--- config.mk ---
export PLATFORM = sky130hd
export DESIGN_NAME = cone_eval_arbiter
export DESIGN_NICKNAME = d
export VERILOG_FILES = /design/src/rtl/cone_eval_arbiter.sv
export SDC_FILE = /design/constraint.sdc
export NUM_CORES = 1
export LEC_CHECK = 0
export BUFFER_PORTS_ARGS = -buffer_cell sky130_fd_sc_hd__buf_2
export CAP_MARGIN = 20
export CORE_MARGIN = 2
export CORE_UTILIZATION = 40
export CTS_BUF_LIST = sky130_fd_sc_hd__clkbuf_2
export DETAILED_ROUTE_END_ITERATION = 10
export GPL_TIMING_DRIVEN = 0
export PLACE_DENSITY = 0.69
export SETUP_SLACK_MARGIN = 0.5
export SLEW_MARGIN = 20
export SYNTH_ARGS = -nofsm -noshare
export SYNTH_HDL_FRONTEND = slang
export SYNTH_SLANG_ARGS = --single-unit
export TNS_END_PERCENT = 30
--- constraint.sdc ---
create_clock -name clk -period 2.9 [get_ports clk]
set_input_delay 0.29 -clock clk [delete_from_list [all_inputs] [get_ports clk]]
set_output_delay 0.29 -clock clk [all_outputs]
set_load 0.02 [all_outputs]
--- src/rtl/cone_eval_arbiter.sv ---
// cone_eval_arbiter
// Round-robin front end that shares one registered 5-input timing-cone
// evaluator among NUM_REQ requesters. Two fixed pipeline stages:
//   stage 1 : {r_s1_valid, r_s1_id, r_s1_op}   operands captured at grant
//   stage 2 : {r_rsp_valid, r_rsp_id, r_rsp_y} registered cone result
//
// Handshake rules (requester side and response side alike):
//   A transfer happens on a rising edge where valid and ready are both high.
//   A source holds valid and its payload unchanged until that transfer;
//   ready never depends on the payload. The response side holds rsp_id and
//   rsp_y stable while rsp_valid is high and rsp_ready is low.
module cone_eval_arbiter #(
  parameter int NUM_REQ = 4,
  parameter int ID_W    = 2
) (
  input  logic                 clk,
  input  logic                 rst,
  input  logic                 enable,
  input  logic [NUM_REQ-1:0]   req_valid,
  input  logic [5*NUM_REQ-1:0] req_data,
  output logic [NUM_REQ-1:0]   req_ready,
  output logic                 rsp_valid,
  input  logic                 rsp_ready,
  output logic [ID_W-1:0]      rsp_id,
  output logic                 rsp_y,
  output logic                 busy
);

  // Stage 1 registers
  logic            r_s1_valid;
  logic [ID_W-1:0] r_s1_id;
  logic [4:0]      r_s1_op;

  // Stage 2 (output) registers
  logic            r_rsp_valid;
  logic [ID_W-1:0] r_rsp_id;
  logic            r_rsp_y;

  // Round-robin pointer: index of the highest-priority requester
  logic [ID_W-1:0] r_ptr;

  // Pipeline flow control
  logic w_s2_free;
  logic w_s1_adv;
  logic w_s1_free;

  // Arbitration results
  logic            w_found_hi;
  logic            w_found_lo;
  logic [ID_W-1:0] w_win_hi;
  logic [ID_W-1:0] w_win_lo;
  logic            w_found;
  logic [ID_W-1:0] w_win;
  logic            w_accept;
  logic [4:0]      w_win_op;
  logic [ID_W-1:0] w_ptr_next;
  logic            w_cone_y;

  assign w_s2_free = !r_rsp_valid || rsp_ready;
  assign w_s1_adv  = r_s1_valid && w_s2_free;
  assign w_s1_free = !r_s1_valid || w_s1_adv;

  // Round-robin search: lowest valid index at or above r_ptr, else lowest
  // valid index overall (the wrap-around part of the scan). The descending
  // loop lets the last hit, i.e. the lowest index, win.
  always_comb begin
    w_found_hi = 1'b0;
    w_found_lo = 1'b0;
    w_win_hi   = '0;
    w_win_lo   = '0;
    for (int i = NUM_REQ - 1; i >= 0; i--) begin
      if (req_valid[i]) begin
        w_found_lo = 1'b1;
        w_win_lo   = ID_W'(i);
        if (ID_W'(i) >= r_ptr) begin
          w_found_hi = 1'b1;
          w_win_hi   = ID_W'(i);
        end
      end
    end
  end

  assign w_found    = w_found_lo;
  assign w_win      = w_found_hi ? w_win_hi : w_win_lo;
  // Explicit wrap so non-power-of-two NUM_REQ never produces unused codes
  assign w_ptr_next = (w_win == ID_W'(NUM_REQ - 1)) ? '0 : w_win + 1'b1;

  // One-hot grant to the winner when stage 1 can take a new operand set
  always_comb begin
    req_ready = '0;
    if (enable && w_s1_free && !rst && w_found) begin
      for (int i = 0; i < NUM_REQ; i++) begin
        if (ID_W'(i) == w_win) req_ready[i] = 1'b1;
      end
    end
  end

  assign w_accept = |(req_valid & req_ready);

  // Operand mux selecting the winner's 5-bit slice
  always_comb begin
    w_win_op = '0;
    for (int i = 0; i < NUM_REQ; i++) begin
      if (ID_W'(i) == w_win) w_win_op = req_data[5*i +: 5];
    end
  end

  // Cone function; the third term is always 0 but is kept so the logic
  // matches the evaluation cone gate for gate.
  assign w_cone_y = ~((r_s1_op[1] & r_s1_op[2] & r_s1_op[3]) |
                      (r_s1_op[4] & ~r_s1_op[0]) |
                      ((r_s1_op[0] & r_s1_op[3]) & ~r_s1_op[3]));

  // Stage 1: load on accept, empty when its content moves to stage 2
  always_ff @(posedge clk) begin
    if (rst) begin
      r_s1_valid <= 1'b0;
      r_s1_id    <= '0;
      r_s1_op    <= '0;
    end else if (w_accept) begin
      r_s1_valid <= 1'b1;
      r_s1_id    <= w_win;
      r_s1_op    <= w_win_op;
    end else if (w_s1_adv) begin
      r_s1_valid <= 1'b0;
    end
  end

  // Stage 2: refill whenever the consumer has taken (or never had) a result
  always_ff @(posedge clk) begin
    if (rst) begin
      r_rsp_valid <= 1'b0;
      r_rsp_id    <= '0;
      r_rsp_y     <= 1'b0;
    end else if (w_s2_free) begin
      r_rsp_valid <= r_s1_valid;
      if (r_s1_valid) begin
        r_rsp_id <= r_s1_id;
        r_rsp_y  <= w_cone_y;
      end
    end
  end

  // Pointer moves past the granted requester only on an accept
  always_ff @(posedge clk) begin
    if (rst) begin
      r_ptr <= '0;
    end else if (w_accept) begin
      r_ptr <= w_ptr_next;
    end
  end

  assign rsp_valid = r_rsp_valid;
  assign rsp_id    = r_rsp_id;
  assign rsp_y     = r_rsp_y;
  assign busy      = r_s1_valid | r_rsp_valid;

endmodule

==> results of run 1 <==
-- layout by cell type (no fill, tap or decap), types with 2 or more instances in the layout --
master,netlist,routed
ha_4,0,3
buf_4,0,4
a21oi_1,7,5
a211o_1,2,2
buf_2,0,36
nor2_1,7,7
nor3_1,2,2
o22ai_1,6,5
mux2i_1,3,2
inv_1,6,3
clkbuf_2,1,3
inv_2,0,3
a211o_2,4,3
dfxtp_1,14,13
o21ai_0,2,2
a22oi_1,5,5
nand2_1,11,11
and2_1,2,2
buf_6,1,3
nand2b_1,2,2
a21oi_2,4,6
-- power groups by stage --
stage	sequential (uW)	combinational (uW)	clock (uW)
final	205	157	89.5
after global routing	206	170	106
after CTS	205	125	91.1
after detailed placement	209	118	0
after global placement	209	114	0
after floorplan	209	74.9	0
-- Yosys cell counts, types with 2 or more instances --
cell / count / area [um^2]
ha_1: 4 / 50.1
a211o_2: 4 / 40.0
a21oi_1: 7 / 35.0
inv_1: 6 / 22.5
nor2_1: 7 / 26.3
o21ai_0: 2 / 10.0
a21oi_2: 4 / 35.0
a211o_1: 2 / 17.5
nand2b_1: 2 / 12.5
nor4_1: 2 / 12.5
a22oi_1: 5 / 37.5
dfxtp_1: 14 / 280
and2_1: 2 / 12.5
nor3_1: 2 / 10.0
mux2i_1: 3 / 30.0
o221ai_1: 2 / 17.5
nand2_1: 11 / 41.3
o22ai_1: 6 / 37.5
-- registers in the layout, indices dropped and copies added, names as in the netlist --
signal / flops
r_s1_valid: 1
rsp_y: 1
rsp_id: 2
r_s1_id: 2
rsp_valid: 1
r_ptr: 2
r_s1_op: 5
-- cells by family (layout without fill, tap and decap cells) --
family          after synthesis  count (layout)  synth area share [%]
compound gates               38              38                  33.0
fa+ha+maj                     4               4                  5.85
buf+inv                       9              55                  4.97
flops                        14              14                  32.7
mux                           3               3                  3.51
simple gates                 33              33                  19.9
-- worst register-to-register path, stage by stage (launching register included) --
cell and delay, ns:
dfxtp_2 0.35, buf_6 0.12, a21oi_2 0.06, o21a_1 0.23
o22ai_4 0.26, ha_2 0.25, a222oi_1 0.14, a211o_2 0.41
buf_12 0.14, a211o_4 0.27, a21oi_2 0.12
-- metal layers --
metal / routed length, um / share of wire (%) / vias up / track usage, %
met5: 0 / 0 / - / 0
met4: 16 / 0.69 / 0 / 2.78
met3: 135 / 5.8 / 2 / 5.65
met2: 1200 / 51 / 33 / 29.6
met1: 981 / 42 / 416 / 19.0
li1: - / - / 474 / -
-- worst max path at each step --
stage                               to  slack [ns]
4_1_cts                   req_ready[3]        0.49
6_report       r_s1_op[2]$_SDFFE_PP0P_        0.47
3_3_place_gp     r_ptr[1]$_SDFFE_PP0P_        0.46
3_5_place_dp   r_s1_op[4]$_SDFFE_PP0P_        0.39
2_1_floorplan             req_ready[3]        0.64
5_1_grt        r_s1_op[2]$_SDFFE_PP0P_        0.38
-- what timing repair did --
action,in CTS,in global routing
gates resized for setup,4,22
gates cloned,0,1
buffers inserted,1,4
endpoints found under the setup margin,10,11
hold buffers,0,0
pin swaps,3,6
-- area by class of cell --
| cell class | instances | area [um^2] | area share [%] |
|---|---|---|---|
| timing repair buffer | 42 | 241 | 19.3 |
| buffer | 3 | 26.3 | 2.10 |
| clock inverter | 1 | 3.75 | 0.299 |
| inverter | 6 | 22.5 | 1.80 |
| tap | 27 | 33.8 | 2.69 |
| sequential | 14 | 282 | 22.5 |
| clock buffer | 3 | 15.0 | 1.20 |
| multi-input combinational | 78 | 629 | 50.2 |
-- stage by stage --
step	cell area, um^2	cells	worst slack [ns]	power, uW
floorplan	856	101	0.636	284
detailed placement	1070	164	0.395	327
finish	1250	174	0.474	452
global placement	1070	164	0.457	323
CTS	1130	169	0.489	421
global route	1250	174	0.383	482
==> metrics.yaml, run 1 <==
hold_path:
  hp-class: "input pin to flip-flop"
  min_path_cells: 2
  min_to: "r_s1_op[1]$_SDFFE_PP0P_"
  min_from: "rst"
global_routing:
  grt_max_degree: 11
  overflow: 0
  grt_pass1_vias: 816
  antenna_found_initial: 0
  grtUsageTotal_pct: 16.5
  grt_pass1_wl_um: 3200
logic_synthesis:
  avgSynthCellArea_um2: 8.47
  synthCells: 101
  ys_warn_count: 0
  yosysSeqAreaShare_pct: 32.7
  synth_edf_count: 0
  synth_flop_cell: "dfxtp_1"
  async_flop_share_pct: 0
  synth_cell_types: 34
  synth-seq-cells: 14
  synth_fp_nets: 133
  synthesis.area_um2: 856
cts:
  cts.reportedPaths.clkPinSlew_ns: 0.14
  cts_num_sinks: 14
  cts_buffer_depth: 2
  numCtsBuffers: 3
  cts-htree-levels: 1
  clk_latency_ns: 0.27
  cts_tree: "done"
  cts-root-buf: "clkbuf_2"
critical_path:
  max_stage_delay_ns: 0.41
  crit_type: "flip-flop to flip-flop"
  reg2reg_to: "r_s1_op[2]$_SDFFE_PP0P_"
  critPathBufInv: 2
  critPathTopFamily: "compound AO/OA/AOI/OAI gates"
  arrival_ns: 2.63
  cp_cell_sequence: "buf_6 > a21oi_2 > o21a_1 > o22ai_4 > ha_2 > a222oi_1 > a211o_2 > buf_12 > a211o_4 > a21oi_2"
  crit_cells: 10
  cp-end-kind: "flip-flop"
  r2r_setup_slack_ns: 0.47
  rr_startpoint: "r_ptr[1]$_SDFFE_PP0P_"
  ff2ff_path_depth: 10
  critPathLaunchType: "flip-flop"
  slowest_stage: "a211o_2"
  cp.required_ns: 3.10
  crit_top_cell: "a21oi_2"
  worst-path-max-fanout: 7
  crit_path_start: "r_ptr[1]$_SDFFE_PP0P_"
final_layout:
  fillers: 176
  utilization_pct: 63.3
  area_delta_synth_final_pct: 46.5
  n_antenna_cell: 0
  nets: 180
  drive_gt1_share_pct: 50.3
sta:
  setup_viol: 0
  tightest_slew_ns: 0.612
  maxSlewViolCount: 0
  fin_crit_ns: 2.43
  fin_worst_skew_ns: 0.0158
  fin_hold_ws_ns: 0.239
  timing.fmax_ghz: 0.412
  post-route-period-util_pct: 83.6
  rsz0062_at_grt: "yes"
  setup_tns_ns: 0
  hold_violations: 0
  slew_headroom_pct: 58.8
floorplan:
  dieWidth_um: 50.3
  die_area_um2: 2530
  start_util_pct: 43.2
  die_y_um: 50.3
  row_count: 16
  coreArea_um2: 1980
  pin_count: 37
detailed_routing:
  wl_per_cell_um: 13.4
  drt_iter0_drc: 25
  dr.pass1.iters: 4
  vias: 925
  drc: 0
  drt_wl_total_um: 2330
  postRouteAntennaNets: 0
  vias_per_cell: 5.32
placed_design:
  dpl.hpwl_um: 1570
  place.gp.congestion: 0.781
  port_buffers: 36
power_and_ir_drop:
  comb_power_share_pct: 34.7
  clockPowerShare_pct: 19.8
  ir_worst_vdd_mv: 0.387
  internal_power_uw: 305
  switchingPower_uw: 147
  p_leak_uw: 0.000537
  sw_frac_of_total_pct: 32.5
  pwr_density_cell_nw_per_um2: 360
  seq_power_share_pct: 45.5
run_status:
  status: "finished clean"
run:
  maxCapViolations: 0
Power figures use the tool's default switching activity.
==> run 2, diff against run 1 <==
- ABC_AREA: default -> 1
- clock period: 2.9 -> 2 ns (I/O delays scaled with it)
==> run 2 against run 1 <==
Net effect: the flow now finishes with violations (negative setup slack); flip-flop and latch count unchanged; worst setup slack got worse by 0.49 ns; synthesized cell count increased by 54%; largest cell class unchanged; highest routed layer unchanged.
==> metrics.yaml, run 2 <==
logic_synthesis:
  synthesis.area_um2: 1050  # was 856 um^2
  avgSynthCellArea_um2: 6.75  # was 8.47 um^2
  synthTopCellsByCount: "nand2_1 (29), nor2_1 (24), inv_1 (20)"  # was dfxtp_1 (14), nand2_1 (11), a21oi_1 (7), nor2_1 (7)
  ys_top_cells_by_area: "dfxtp_1 (27%), nand2_1 (10%), nor2_1 (8.6%)"  # was dfxtp_1 (33%), ha_1 (5.8%), nand2_1 (4.8%)
  synthCells: 156  # was 101
  synth_cell_types: 25  # was 34
  synth-seq-cells: 14  # unchanged
  yosysMostFrequentCell: "nand2_1"  # was dfxtp_1
  synth_edf_count: 0  # unchanged
  yosys.area.top_type_share_pct: 26.6  # was 32.7%
  async_flop_share_pct: 0  # unchanged
  yosysSeqAreaShare_pct: 26.6  # was 32.7%
  synth_flop_cell: "dfxtp_1"  # unchanged
  synth_fp_nets: 188  # was 133
  ys_warn_count: 0  # unchanged
  synth.largest_area_cell: "dfxtp_1"  # unchanged
cts:
  cts_buffer_depth: 2  # unchanged
  cts_tree: "done"  # unchanged
  cts_num_sinks: 14  # unchanged
  cts.reportedPaths.clkPinSlew_ns: 0.12  # was 0.14 ns
  cts-htree-levels: 1  # unchanged
  cts-root-buf: "clkbuf_2"  # unchanged
  numCtsBuffers: 3  # unchanged
  clk_latency_ns: 0.26  # was 0.27 ns
final_layout:
  drive_gt1_share_pct: 48.3  # was 50.3%
  area_delta_synth_final_pct: 43.9  # was 46.5%
  n_antenna_cell: 0  # unchanged
  largest_reg_flops: 5  # unchanged
  nets: 239  # was 180
  final_cell_mix: "buf_2 (32), nand2_1 (29), nor2_1 (18)"  # was buf_2 (36), dfxtp_1 (13), nand2_1 (11)
  top_register: "r_s1_op"  # unchanged
  final_common_cell: "buf_2"  # unchanged
  layout.cells.non_filler: 235  # was 174
detailed_routing:
  wl_per_cell_um: 11.0  # was 13.4 um
  drc: 0  # unchanged
  dr.pass1.iters: 4  # unchanged
  vias_per_cell: 4.75  # was 5.32
  vias: 1116  # was 925
  drt_iter0_drc: 26  # was 25
  drt_wl_total_um: 2590  # was 2330 um
  postRouteAntennaNets: 0  # unchanged
global_routing:
  antenna_found_initial: 0  # unchanged
  grt_pass1_wl_um: 4530  # was 3200 um
  grt_pass1_vias: 1097  # was 816
  overflow: 0  # unchanged
  grtUsageTotal_pct: 18.0  # was 16.5%
  grt_max_degree: 11  # unchanged
floorplan:
  pin_count: 37  # unchanged
  row_count: 18  # was 16
  die_area_um2: 3060  # was 2530 um^2
  dieWidth_um: 55.3  # was 50.3 um
  coreArea_um2: 2480  # was 1980 um^2
  start_util_pct: 42.5  # was 43.2%
  die_y_um: 55.3  # was 50.3 um
sta:
  fin_crit_ns: 2.02
  final.setup.worst_slack_ns: -0.0174  # was 0.474 ns
  post-route-period-util_pct: 101
  rsz0062_at_grt: "yes"  # unchanged
  timing.fmax_ghz: 0.496
  maxSlewViolCount: 0  # unchanged
  slew_headroom_pct: 72.9  # was 58.8%
  fin_worst_skew_ns: 0.00880  # was 0.0158 ns
  setup_viol: 4  # was 0
  hold_violations: 0  # unchanged
  tightest_slew_ns: 0.403  # was 0.612 ns
  fin_hold_ws_ns: 0.169  # was 0.239 ns
critical_path:
  critPathTopFamily: "flip-flops"  # was compound AO/OA/AOI/OAI gates
  reg2reg_to: "r_s1_op[0]$_SDFFE_PP0P_"  # was r_s1_op[2]$_SDFFE_PP0P_
  critPathBufInv: 3  # was 2
  worst-path-max-fanout: 5  # was 7
  slowest_stage: "dfxtp_4"  # was a211o_2
  cp_cell_sequence: "nor2_2 > a21oi_2 > nand3_2 > o21ai_4 > ha_2 > buf_6 > nand4_4 > inv_1 > buf_4"  # was buf_6 > a21oi_2 > o21a_1 > o22ai_4 > ha_2 > a222oi_1 > a211o_2 > buf_12 > a211o_4 > a21oi_2
  rr_startpoint: "r_ptr[1]$_SDFFE_PP0P_"  # unchanged
  arrival_ns: 1.82  # was 2.63 ns
  cp-end-kind: "output port"  # was flip-flop
  critPathLaunchType: "flip-flop"  # unchanged
  ff2ff_path_depth: 14  # was 10
  crit_type: "flip-flop to output port"  # was flip-flop to flip-flop
  max_stage_delay_ns: 0.39  # was 0.41 ns
  r2r_setup_slack_ns: -0.01  # was 0.47 ns
  cp.required_ns: 1.80  # was 3.10 ns
run_status:
  violations: "negative setup slack"
  status: "finished, violations left"  # was finished clean
placed_design:
  place.gp.congestion: 0.754  # was 0.781
  port_buffers: 36  # unchanged
  dp_cells: 222  # was 164
  dpl.hpwl_um: 1920  # was 1570 um
power_and_ir_drop:
  pwr_density_cell_nw_per_um2: 542  # was 360 nW/um^2
  p_leak_uw: 0.000731  # was 0.000537 uW
  ir_worst_vdd_mv: 0.322  # was 0.387 mV
hold_path:
  hp-class: "input pin to flip-flop"  # unchanged
  min_to: "r_s1_valid$_SDFFE_PP0P_"  # was r_s1_op[1]$_SDFFE_PP0P_
  min_from: "rst"  # unchanged
  min_path_cells: 2  # unchanged
run:
  maxCapViolations: 0  # unchanged
## run 2: changes by cell type after synthesis, sizes merged, moves of 6 or more
cell | previous run | this run
a211o | 6 | 0
inv | 6 | 21
nand2 | 11 | 34
nor2 | 7 | 39
o21ai | 2 | 9
o22ai | 6 | 0
## run 2: worst reg2reg max path, stage by stage, from the launching register on
cell and delay (ns):
dfxtp_4 0.39, nor2_2 0.05, a21oi_2 0.15, nand3_2 0.11
o21ai_4 0.23, ha_2 0.23, buf_6 0.11, nand4_4 0.09
nor2_4 0.13, nor2_4 0.06, nand2_4 0.09, buf_12 0.14
nand2_2 0.04, nand2_1 0.07, nor2_2 0.03
## run 2: worst max path at each step
stage / start / to / cells after the start / slack, ns
finish: r_ptr[1]$_SDFFE_PP0P_ / req_ready[3] / 9 / -0.02
floorplan: r_ptr[1]$_SDFFE_PP0P_ / r_s1_op[0]$_SDFFE_PP0P_ / 14 / 0.09
CTS: r_ptr[1]$_SDFFE_PP0P_ / req_ready[2] / 9 / 0.03
global placement: req_valid[1] / r_ptr[1]$_SDFFE_PP0P_ / 15 / -0.15
detailed placement: req_valid[1] / r_s1_op[0]$_SDFFE_PP0P_ / 15 / -0.20
global route: r_ptr[1]$_SDFFE_PP0P_ / r_s1_op[0]$_SDFFE_PP0P_ / 14 / -0.15
## run 2: timing repair
action	CTS	global route
setup endpoints to repair	14	14
buffers inserted	8	2
hold buffers	0	0
pin swaps	8	1
gates resized for setup	24	3
## run 2: kinds of logic after synthesis
| kind of cell | Yosys count | share of synthesized area, % |
|---|---|---|
| AND/OR/NAND/NOR | 84 | 42.0 |
| AO/OA/AOI/OAI | 25 | 11.9 |
| buffers and inverters | 25 | 10.9 |
| flip-flops | 14 | 26.6 |
| multiplexers | 4 | 3.81 |
| adder cells (fa/ha/maj) | 4 | 4.76 |
## run 2: through the flow
stage | setup slack (ns) | utilization, % | power, uW | area, um^2 | setup TNS [ns]
final | -0.0174 | 61.1 | 821 | 1510 | -0.0322
after global routing | -0.148 | 61.1 | 874 | 1510 | -1.26
after CTS | 0.0298 | 60.1 | 805 | 1490 | 0
after detailed placement | -0.199 | 52.8 | 621 | 1310 | -1.40
after global placement | -0.150 | 52.8 | 612 | 1310 | -0.964
after floorplan | 0.0923 | - | 542 | 1090 | 0
## run 2: layer usage
metal / wire length, um / track usage [%] / up-vias
met2: 1200 / 28.7 / 46
met3: 166 / 2.58 / 8
met4: 80 / 10.1 / 0
met1: 1140 / 23.3 / 473
li1: - / - / 589
met5: 0 / 0 / -
## run 2: cell type report
type	count	area, um^2
tap	30	37.5
multi-input combinational	117	782
sequential	14	285
clock buffer	3	15.0
inverter	22	82.6
buffer	3	38.8
fill	222	963
timing repair buffer	46	273
## run 2: power by group
part / total [uW] / internal (uW) / switching [uW] / leakage, uW
registers: 318 / 303 / 15.7 / 0.000115
clock network: 124 / 40.9 / 82.7 / 0.0000125
logic: 379 / 172 / 207 / 0.000603
total: 821 / 516 / 305 / 0.000731
==> run 3, diff against run 2 <==
- RECOVER_POWER: default -> 50
==> run 3 against run 2 <==
Net effect: first-iteration DRC count unchanged; combinational power is essentially flat; core utilization is 0.15 points lower; highest routed layer unchanged; maximum frequency is essentially flat; the run still ends with negative setup slack left; largest power group unchanged; count of clock-buffer cells in the layout unchanged; global-route usage unchanged.
==> metrics.yaml, run 3 (same netlist as run 2, synthesis figures left out) <==
power_and_ir_drop:
  pwr_density_cell_nw_per_um2: 543  # was 542 nW/um^2
  p_leak_uw: 0.000718  # was 0.000731 uW
  ir_worst_vdd_mv: 0.321  # was 0.322 mV
sta:
  fin_crit_ns: 2.02  # about the same
  post-route-period-util_pct: 101  # about the same
  rsz0062_at_grt: "yes"  # unchanged
  final.setup.worst_slack_ns: -0.0173  # was -0.0174 ns
  tightest_slew_ns: 0.403  # unchanged
  slew_headroom_pct: 72.9  # unchanged
  fin_worst_skew_ns: 0.00868  # was 0.00880 ns
  hold_violations: 0  # unchanged
  timing.fmax_ghz: 0.496  # about the same
  setup_viol: 4  # unchanged
  maxSlewViolCount: 0  # unchanged
global_routing:
  antenna_found_initial: 0  # unchanged
  grt_max_degree: 11  # unchanged
  grtUsageTotal_pct: 18.0  # unchanged
  grt_pass1_wl_um: 4530  # unchanged
  overflow: 0  # unchanged
  grt_pass1_vias: 1097  # unchanged
detailed_routing:
  dr.pass1.iters: 4  # unchanged
  wl_per_cell_um: 11.1  # was 11.0 um
  drt_wl_total_um: 2600  # was 2590 um
  drc: 0  # unchanged
  postRouteAntennaNets: 0  # unchanged
  vias: 1118  # was 1116
  vias_per_cell: 4.76  # was 4.75
  drt_iter0_drc: 26  # unchanged
critical_path:
  rr_startpoint: "r_ptr[1]$_SDFFE_PP0P_"  # unchanged
  critPathLaunchType: "flip-flop"  # unchanged
  worst-path-max-fanout: 5  # unchanged
  crit_type: "flip-flop to output port"  # unchanged
  cp-end-kind: "output port"  # unchanged
  cp.required_ns: 1.80  # about the same
  arrival_ns: 1.82  # about the same
  crit_path_start: "r_ptr[1]$_SDFFE_PP0P_"  # unchanged
final_layout:
  final_cell_mix: "nand2_1 (29), buf_2 (29), nor2_1 (18)"  # was buf_2 (32), nand2_1 (29), nor2_1 (18)
  design_area_um2: 1510  # about the same
  largest_reg_flops: 5  # unchanged
  n_antenna_cell: 0  # unchanged
  nets: 239  # unchanged
  drive_gt1_share_pct: 46.8  # was 48.3%
  utilization_pct: 61.0  # was 61.1%
  area_delta_synth_final_pct: 43.5  # was 43.9%
  top_register: "r_s1_op"  # unchanged
placed_design:
  port_buffers: 36  # unchanged
  place_ws_ns: -0.199  # unchanged
  dpl.hpwl_um: 1920  # unchanged
  placed_cell_area_um2: 1310  # unchanged
  place.gp.congestion: 0.754  # unchanged
cts:
  clk_latency_ns: 0.26  # about the same
  cts_num_sinks: 14  # unchanged
  cts.reportedPaths.clkPinSlew_ns: 0.12  # about the same
  cts_tree: "done"  # unchanged
  cts-root-buf: "clkbuf_2"  # unchanged
  cts_buffer_depth: 2  # unchanged
  cts-htree-levels: 1  # unchanged
  numCtsBuffers: 3  # unchanged
hold_path:
  min_from: "rst"  # unchanged
  hp-class: "input pin to flip-flop"  # unchanged
run_status:
  status: "finished, violations left"  # unchanged
  violations: "negative setup slack"  # unchanged
floorplan:
  die_y_um: 55.3  # unchanged
  die_area_um2: 3060  # unchanged
  start_util_pct: 42.5  # unchanged
  row_count: 18  # unchanged
  pin_count: 37  # unchanged
  dieWidth_um: 55.3  # unchanged
  coreArea_um2: 2480  # unchanged
run:
  maxCapViolations: 0  # unchanged
==> run 3: cell count changes in the layout (fill, tap and decap cells not counted) <==
cell and delta:
clkbuf_1 +3, buf_2 -3
==> run 3: layer usage <==
metal / GRT usage (%) / wire [um]
met5: 0 / 0
met4: 10.1 / 80
met3: 2.58 / 168
met2: 28.7 / 1210
met1: 23.3 / 1140
==> run 3: path summary, 6_finish.rpt <==
check                                          endpoint  slack, ns  cells past startpoint
worst min register to register   rsp_id[0]$_SDFFE_PP0P_       0.48                      2
worst max register to register  r_s1_op[0]$_SDFFE_PP0P_      -0.01                     14
worst max-delay path                       req_ready[3]      -0.02                      9
worst min-delay path            r_s1_valid$_SDFFE_PP0P_       0.17                      2
==> run 3: timing repair <==
action	4_1_cts	5_1_grt
cloned	0	0
hold buffers	0	0
pin swaps	8	1
setup buffers	8	2
endpoints found under the setup margin	14	14
resized for setup	24	3
==> run 3: final cells by class <==
class                   count  area (um^2)
inverters                  22         82.6
clock buffers               3         15.0
flip-flops and latches     14          285
plain buffers               3         38.8
fillers                   223          967
multi-input cells         117          782
well taps                  30         37.5
repair buffers             46          269
==> run 3: metrics by stage <==
| step | total power (uW) | TNS, ns | hold slack (ns) | instances |
|---|---|---|---|---|
| detailed placement | 621 | -1.40 | 0.448 | 222 |
| floorplan | 542 | 0 | 0.269 | 156 |
| finish | 820 | -0.0335 | 0.169 | 235 |
| CTS | 805 | 0 | 0.161 | 233 |
| global route | 874 | -1.26 | 0.159 | 235 |
| global placement | 612 | -0.964 | 0.437 | 222 |
==> run 3: where the power goes <==
group / internal [uW] / total [uW] / switching [uW]
sequential: 303 / 319 / 15.8
clock: 40.9 / 124 / 82.7
combinational: 171 / 378 / 207
total: 515 / 820 / 306
==> run 3: worst max-delay path, cell delays in order, from the launching register on <==
cell	delay [ns]
dfxtp_4	0.39
nor2_2	0.05
a21oi_2	0.15
nand3_2	0.11
o21ai_4	0.23
ha_2	0.23
buf_6	0.11
nand4_4	0.09
inv_1	0.07
buf_4	0.13
